File: src/rtl/add_norm_pipe.sv
`default_nettype none
// +----------------------------------------------------------------------------+
// | Module  : add_norm_pipe                                                    |
// | Brief   : 2-stage valid/ready normaliser, signed sum -> sign/mantissa/exp  |
// | Revision: 1.0 - initial parametrised release                               |
// +----------------------------------------------------------------------------+
module add_norm_pipe #(
  parameter int SUM_W = 20,
  parameter int EXP_W = 6,
  parameter int MAN_W = 10
) (
  input  logic             clk,
  input  logic             rst,
  input  logic             in_valid,
  output logic             in_ready,
  input  logic [SUM_W-1:0] signed_sum_in,
  input  logic [EXP_W-1:0] exp_max_in,
  output logic             out_valid,
  input  logic             out_ready,
  output logic             sign_out,
  output logic [MAN_W-1:0] mant_out,
  output logic [EXP_W-1:0] exp_out,
  output logic             zero_out,
  output logic             ovf_out
);

  localparam int LZ_W = (SUM_W > 2) ? $clog2(SUM_W) : 1;
  localparam int E_W  = EXP_W + 1;

  logic adv1;
  logic adv2;

  logic             s1_valid_q, s1_valid_d;
  logic             s1_sign_q,  s1_sign_d;
  logic [SUM_W-1:0] s1_mag_q,   s1_mag_d;
  logic [LZ_W-1:0]  s1_lz_q,    s1_lz_d;
  logic [EXP_W-1:0] s1_exp_q,   s1_exp_d;
  logic             s1_zero_q,  s1_zero_d;

  logic             s2_valid_q, s2_valid_d;
  logic             sign_q,     sign_d;
  logic [MAN_W-1:0] mant_q,     mant_d;
  logic [EXP_W-1:0] exp_q,      exp_d;
  logic             zero_q,     zero_d;
  logic             ovf_q,      ovf_d;

  logic [SUM_W-1:0] in_mag;
  logic [LZ_W-1:0]  in_lz;
  logic [SUM_W-1:0] norm;
  logic [E_W-1:0]   e_sum;

  // Back-pressure ripples from the output side only; in_valid never gates ready.
  assign adv2     = !s2_valid_q || out_ready;
  assign adv1     = !s1_valid_q || adv2;
  assign in_ready = adv1;

  always_comb begin
    in_mag = signed_sum_in[SUM_W-1] ? (~signed_sum_in + 1'b1) : signed_sum_in;
    in_lz  = LZ_W'(SUM_W - 1);
    for (int i = 0; i < SUM_W; i++) begin
      if (in_mag[i]) in_lz = LZ_W'(SUM_W - 1 - i);
    end
  end

  always_comb begin
    s1_valid_d = s1_valid_q;
    s1_sign_d  = s1_sign_q;
    s1_mag_d   = s1_mag_q;
    s1_lz_d    = s1_lz_q;
    s1_exp_d   = s1_exp_q;
    s1_zero_d  = s1_zero_q;
    if (adv1) begin
      s1_valid_d = in_valid;
      if (in_valid) begin
        s1_sign_d = signed_sum_in[SUM_W-1];
        s1_mag_d  = in_mag;
        s1_lz_d   = in_lz;
        s1_exp_d  = exp_max_in;
        s1_zero_d = (in_mag == '0);
      end
    end
  end

  always_comb begin
    norm  = s1_mag_q << s1_lz_q;
    e_sum = E_W'(s1_exp_q) + E_W'(SUM_W - 1) - E_W'(s1_lz_q);
  end

  always_comb begin
    s2_valid_d = s2_valid_q;
    sign_d     = sign_q;
    mant_d     = mant_q;
    exp_d      = exp_q;
    zero_d     = zero_q;
    ovf_d      = ovf_q;
    if (adv2) begin
      s2_valid_d = s1_valid_q;
      if (s1_valid_q) begin
        if (s1_zero_q) begin
          sign_d = 1'b0;
          mant_d = '0;
          exp_d  = '0;
          zero_d = 1'b1;
          ovf_d  = 1'b0;
        end else if (e_sum[EXP_W]) begin
          // Exponent out of range: saturate magnitude and exponent, keep sign.
          sign_d = s1_sign_q;
          mant_d = '1;
          exp_d  = '1;
          zero_d = 1'b0;
          ovf_d  = 1'b1;
        end else begin
          sign_d = s1_sign_q;
          mant_d = norm[SUM_W-1 -: MAN_W];
          exp_d  = e_sum[EXP_W-1:0];
          zero_d = 1'b0;
          ovf_d  = 1'b0;
        end
      end
    end
  end

  always_ff @(posedge clk or negedge rst) begin
    if (!rst) begin
      s1_valid_q <= 1'b0;
      s1_sign_q  <= 1'b0;
      s1_mag_q   <= '0;
      s1_lz_q    <= '0;
      s1_exp_q   <= '0;
      s1_zero_q  <= 1'b0;
      s2_valid_q <= 1'b0;
      sign_q     <= 1'b0;
      mant_q     <= '0;
      exp_q      <= '0;
      zero_q     <= 1'b0;
      ovf_q      <= 1'b0;
    end else begin
      s1_valid_q <= s1_valid_d;
      s1_sign_q  <= s1_sign_d;
      s1_mag_q   <= s1_mag_d;
      s1_lz_q    <= s1_lz_d;
      s1_exp_q   <= s1_exp_d;
      s1_zero_q  <= s1_zero_d;
      s2_valid_q <= s2_valid_d;
      sign_q     <= sign_d;
      mant_q     <= mant_d;
      exp_q      <= exp_d;
      zero_q     <= zero_d;
      ovf_q      <= ovf_d;
    end
  end

  assign out_valid = s2_valid_q;
  assign sign_out  = sign_q;
  assign mant_out  = mant_q;
  assign exp_out   = exp_q;
  assign zero_out  = zero_q;
  assign ovf_out   = ovf_q;

endmodule
`default_nettype wire

File: config.mk
export PLATFORM = sky130hd
export DESIGN_NAME = add_norm_pipe
export DESIGN_NICKNAME = d
export VERILOG_FILES = /design/src/rtl/add_norm_pipe.sv
export SDC_FILE = /design/constraint.sdc
export NUM_CORES = 1
export LEC_CHECK = 0
export ABC_AREA = 0
export ABC_CLOCK_PERIOD_IN_PS = 2950
export CAP_MARGIN = 10
export CORE_MARGIN = 3
export CORE_UTILIZATION = 25
export CTS_CLUSTER_SIZE = 30
export DETAILED_ROUTE_END_ITERATION = 6
export SLEW_MARGIN = 15
export SYNTH_ARGS = -nofsm -noshare
export SYNTH_HDL_FRONTEND = slang
export SYNTH_SLANG_ARGS = --single-unit
File: constraint.sdc
create_clock -name clk -period 2.95 [get_ports clk]
set_clock_uncertainty 0.05 [all_clocks]
set_input_delay 0.295 -clock clk [delete_from_list [all_inputs] [get_ports clk]]
set_output_delay 0.295 -clock clk [all_outputs]
set_load 0.05 [all_outputs]
==> impl_metrics.py <==
metrics = {
    "route": {
        "ant_nets": 0,
        "vias_per_cell": 4.88,
        "wl_um": 10800,
        "wl_per_cell_um": 14.3,
        "drt-pass1-iter-count": 5,
        "drcViolationCount": 0,
        "drt-initial-drc-count": 221,
        "num_vias": 3697,
    },
    "placed_design": {
        "portBuffers": 50,
        "post-dp-hpwl_um": 8800,
        "pre_cts_ws_ps": -51.3,
        "gp_congestion": 0.858,
    },
    "floorplan": {
        "core_sq_um": 16100,
        "dieArea_sq_um": 18200,
        "fp.dieH_um": 135,
        "row_count": 46,
        "die_w_um": 135,
        "start_util_pct": 25.9,
        "io_pins": 51,
    },
    "setup_path": {
        "start_kind": "primary input",
        "critical_path_peak_fanout": 9,
        "arrival_ps": 2800,
        "crit_type": "primary input to flop",
        "reg2reg_depth": 11,
        "crit_path_end_kind": "flop",
        "required_ps": 3110,
    },
    "power": {
        "p_total_mw": 3.07,
        "power_density_nw_per_um2": 584,
        "p_clk_share_pct": 22.2,
        "netSwitchingPower_mw": 1.20,
        "swShare_pct": 39.0,
        "peakVddDrop_mv": 0.418,
        "comb_power_share_pct": 45.6,
        "p_int_mw": 1.87,
        "power_frac_seq_pct": 32.2,
        "power.leakage_nw": 2.22,
    },
    "layout": {
        "diodes": 0,
        "fill_cells": 1633,
        "drive_above_1_share_pct": 15.9,
        "nets": 582,
        "multiInputGateArea_sq_um": 2570,
        "syn2layout_area_growth_pct": 26.5,
        "seqCellArea_sq_um": 1350,
    },
    "sta": {
        "min_period_ps": 2640,
        "worstMarginPinSlew_ps": 555,
        "max_slew_margin_pct": 63.0,
        "fmax_mhz": 379,
        "setup_viol": 0,
        "layout_setup_ws_ps": 312,
        "hold_viol_final": 0,
        "slew_violations": 0,
        "period_share_pct": 89.4,
        "rsz0062_at_grt": "no",
    },
    "yosys": {
        "syn_inst": 476,
        "syn_area_sq_um": 4160,
        "yosysWarnings": 0,
        "postSynthAreaPerCell_sq_um": 8.73,
        "synth_ff_type": "dfrtp_1",
        "async_flop_share_pct": 100,
        "seq_area_frac_synth_pct": 32.5,
        "ys_ff_latch": 54,
        "synth.most_common_cell": "nand2_1",
        "synth_top_area_share_pct": 32.5,
        "synthTopCellsByCount": "nand2_1, dfrtp_1, o21ai_0",
        "yosys-top-cells-area": "dfrtp_1, nand2_1, mux4_2",
        "synth-edff-count": 0,
        "yosys.area.top_type": "dfrtp_1",
        "syn_nets": 518,
        "synth_cell_type_count": 70,
    },
    "clock_network": {
        "cts-root-buf": "clkbuf_16",
        "clockBufferDepth": 2,
        "clock_sinks": 54,
        "cts_made_buffers": 5,
        "cts.repair.resized": 0,
        "clk_pin_slew_ps": 70,
        "cts_tree": "built",
        "clk_latency_ps": 290,
        "cts_max_level": 2,
    },
    "status": {
        "outcome": "finished clean",
    },
    "grt": {
        "grt_pass1_wl_um": 18200,
        "grt_pass1_vias": 3573,
        "antenna_found_initial": 0,
        "track_usage_pct": 12.0,
        "grt_max_degree": 46,
        "globalRouteOverflowTotal": 0,
    },
    "hold_path": {
        "min_path_type": "flop to flop",
        "hold_depth": 2,
    },
    "run": {
        "maxCapViolations": 0,
    },
}
[layer usage]
layer  vias up  track usage (%)  share of wire [%]
met5         -                0                  0
met4         0             1.85               0.51
met3         4             1.60                5.0
met2       128             19.1                 43
met1      1720             17.8                 51
li1       1845                -                  -
[cells in the final DEF, fill, tap and decap left out, types with 3 or more instances in the layout]
cell,n
mux2i_1,20
o21ai_0,48
o31ai_1,5
nand3_1,6
mux4_2,11
nand2b_1,7
xnor2_1,12
ha_1,11
a221o_1,4
a211oi_1,5
nand2_1,80
mux2_2,7
clkbuf_16,5
clkinv_1,3
buf_4,42
a22o_1,7
a32o_1,4
a21o_1,8
dfrtp_1,54
xor2_1,12
inv_1,16
nor2_1,29
a21oi_1,23
a21oi_2,3
a31oi_1,3
nor3_1,5
o211ai_1,3
clkdlybuf4s50_1,49
nand4_1,5
[registers in the layout, summed over array words and instances, names as in the netlist]
name        flops
s1_lz_q         5
s1_mag_q       20
ovf_out         1
s1_valid_q      1
s1_sign_q       1
s1_zero_q       1
zero_out        1
exp_out         6
out_valid       1
s1_exp_q        6
sign_out        1
mant_out       10
[stage by stage]
stage / hold WS (ps) / cell area, sq um / cells / util [%] / TNS [ps]
floorplan: -50.6 / 4170 / 476 / - / 0
global placement: 257 / 5070 / 748 / 31.6 / 0
detailed placement: 267 / 5070 / 748 / 31.6 / -51.3
CTS: 439 / 5260 / 757 / 32.7 / 0
global route: 448 / 5260 / 757 / 32.7 / 0
finish: 431 / 5260 / 757 / 32.7 / 0
[layout make-up]
cell class | count | share of cell area (%)
Sequential cell | 54 | 25.7
Multi-Input combinational cell | 367 | 48.9
Clock inverter | 3 | 0.928
Timing Repair Buffer | 93 | 15.6
Tap cell | 216 | 5.14
Clock buffer | 5 | 2.38
Inverter | 19 | 1.36
[worst max-delay path, stage by stage]
cell             delay, ps
clkdlybuf4s50_1        470
inv_1                   60
ha_1                   200
nor3b_4                170
buf_4                  180
o21ai_0                240
mux2i_1                130
a41o_1                 240
a2111oi_0              490
o311ai_0               220
o221ai_1               100
[path summary, 6_finish.rpt]
path                                                 to                   start  slack, ps
worst max register to register  mant_out[6]$_DFFE_PN0P_  s1_lz_q[2]$_DFFE_PN0P_        330
worst min register to register   exp_out[1]$_DFFE_PN0P_  exp_out[1]$_DFFE_PN0P_        430
worst min-delay path             exp_out[1]$_DFFE_PN0P_  exp_out[1]$_DFFE_PN0P_        430
worst max-delay path             s1_lz_q[0]$_DFFE_PN0P_        signed_sum_in[0]        310
max in group asynchronous       s1_mag_q[4]$_DFFE_PN0P_                     rst       1610
min in group asynchronous       s1_exp_q[2]$_DFFE_PN0P_                     rst        470
[power groups by stage]
stage,sequential (mW),combinational [mW],clock (mW)
floorplan,1.27,0.688,0
global placement,0.998,1.38,0
detailed placement,1.01,1.40,0
CTS,0.992,1.40,0.694
global route,1.01,1.52,0.728
finish,0.990,1.40,0.681
[kinds of logic after synthesis]
| family | count (synthesis) | synth area share [%] |
|---|---|---|
| AND/OR/NAND/NOR | 154 | 18.1 |
| AO/OA/AOI/OAI | 139 | 22.1 |
| buffers and inverters | 55 | 5.72 |
| flip-flops | 54 | 32.5 |
| multiplexers | 38 | 12.7 |
| XOR/XNOR | 24 | 5.06 |
| adder cells (fa/ha/maj) | 12 | 3.79 |
[repair_timing]
item,4_1_cts,5_1_grt
hold endpoints to repair,25,0
setup buffers,0,0
hold buffers,1,0
Power figures use the tool's default switching activity.
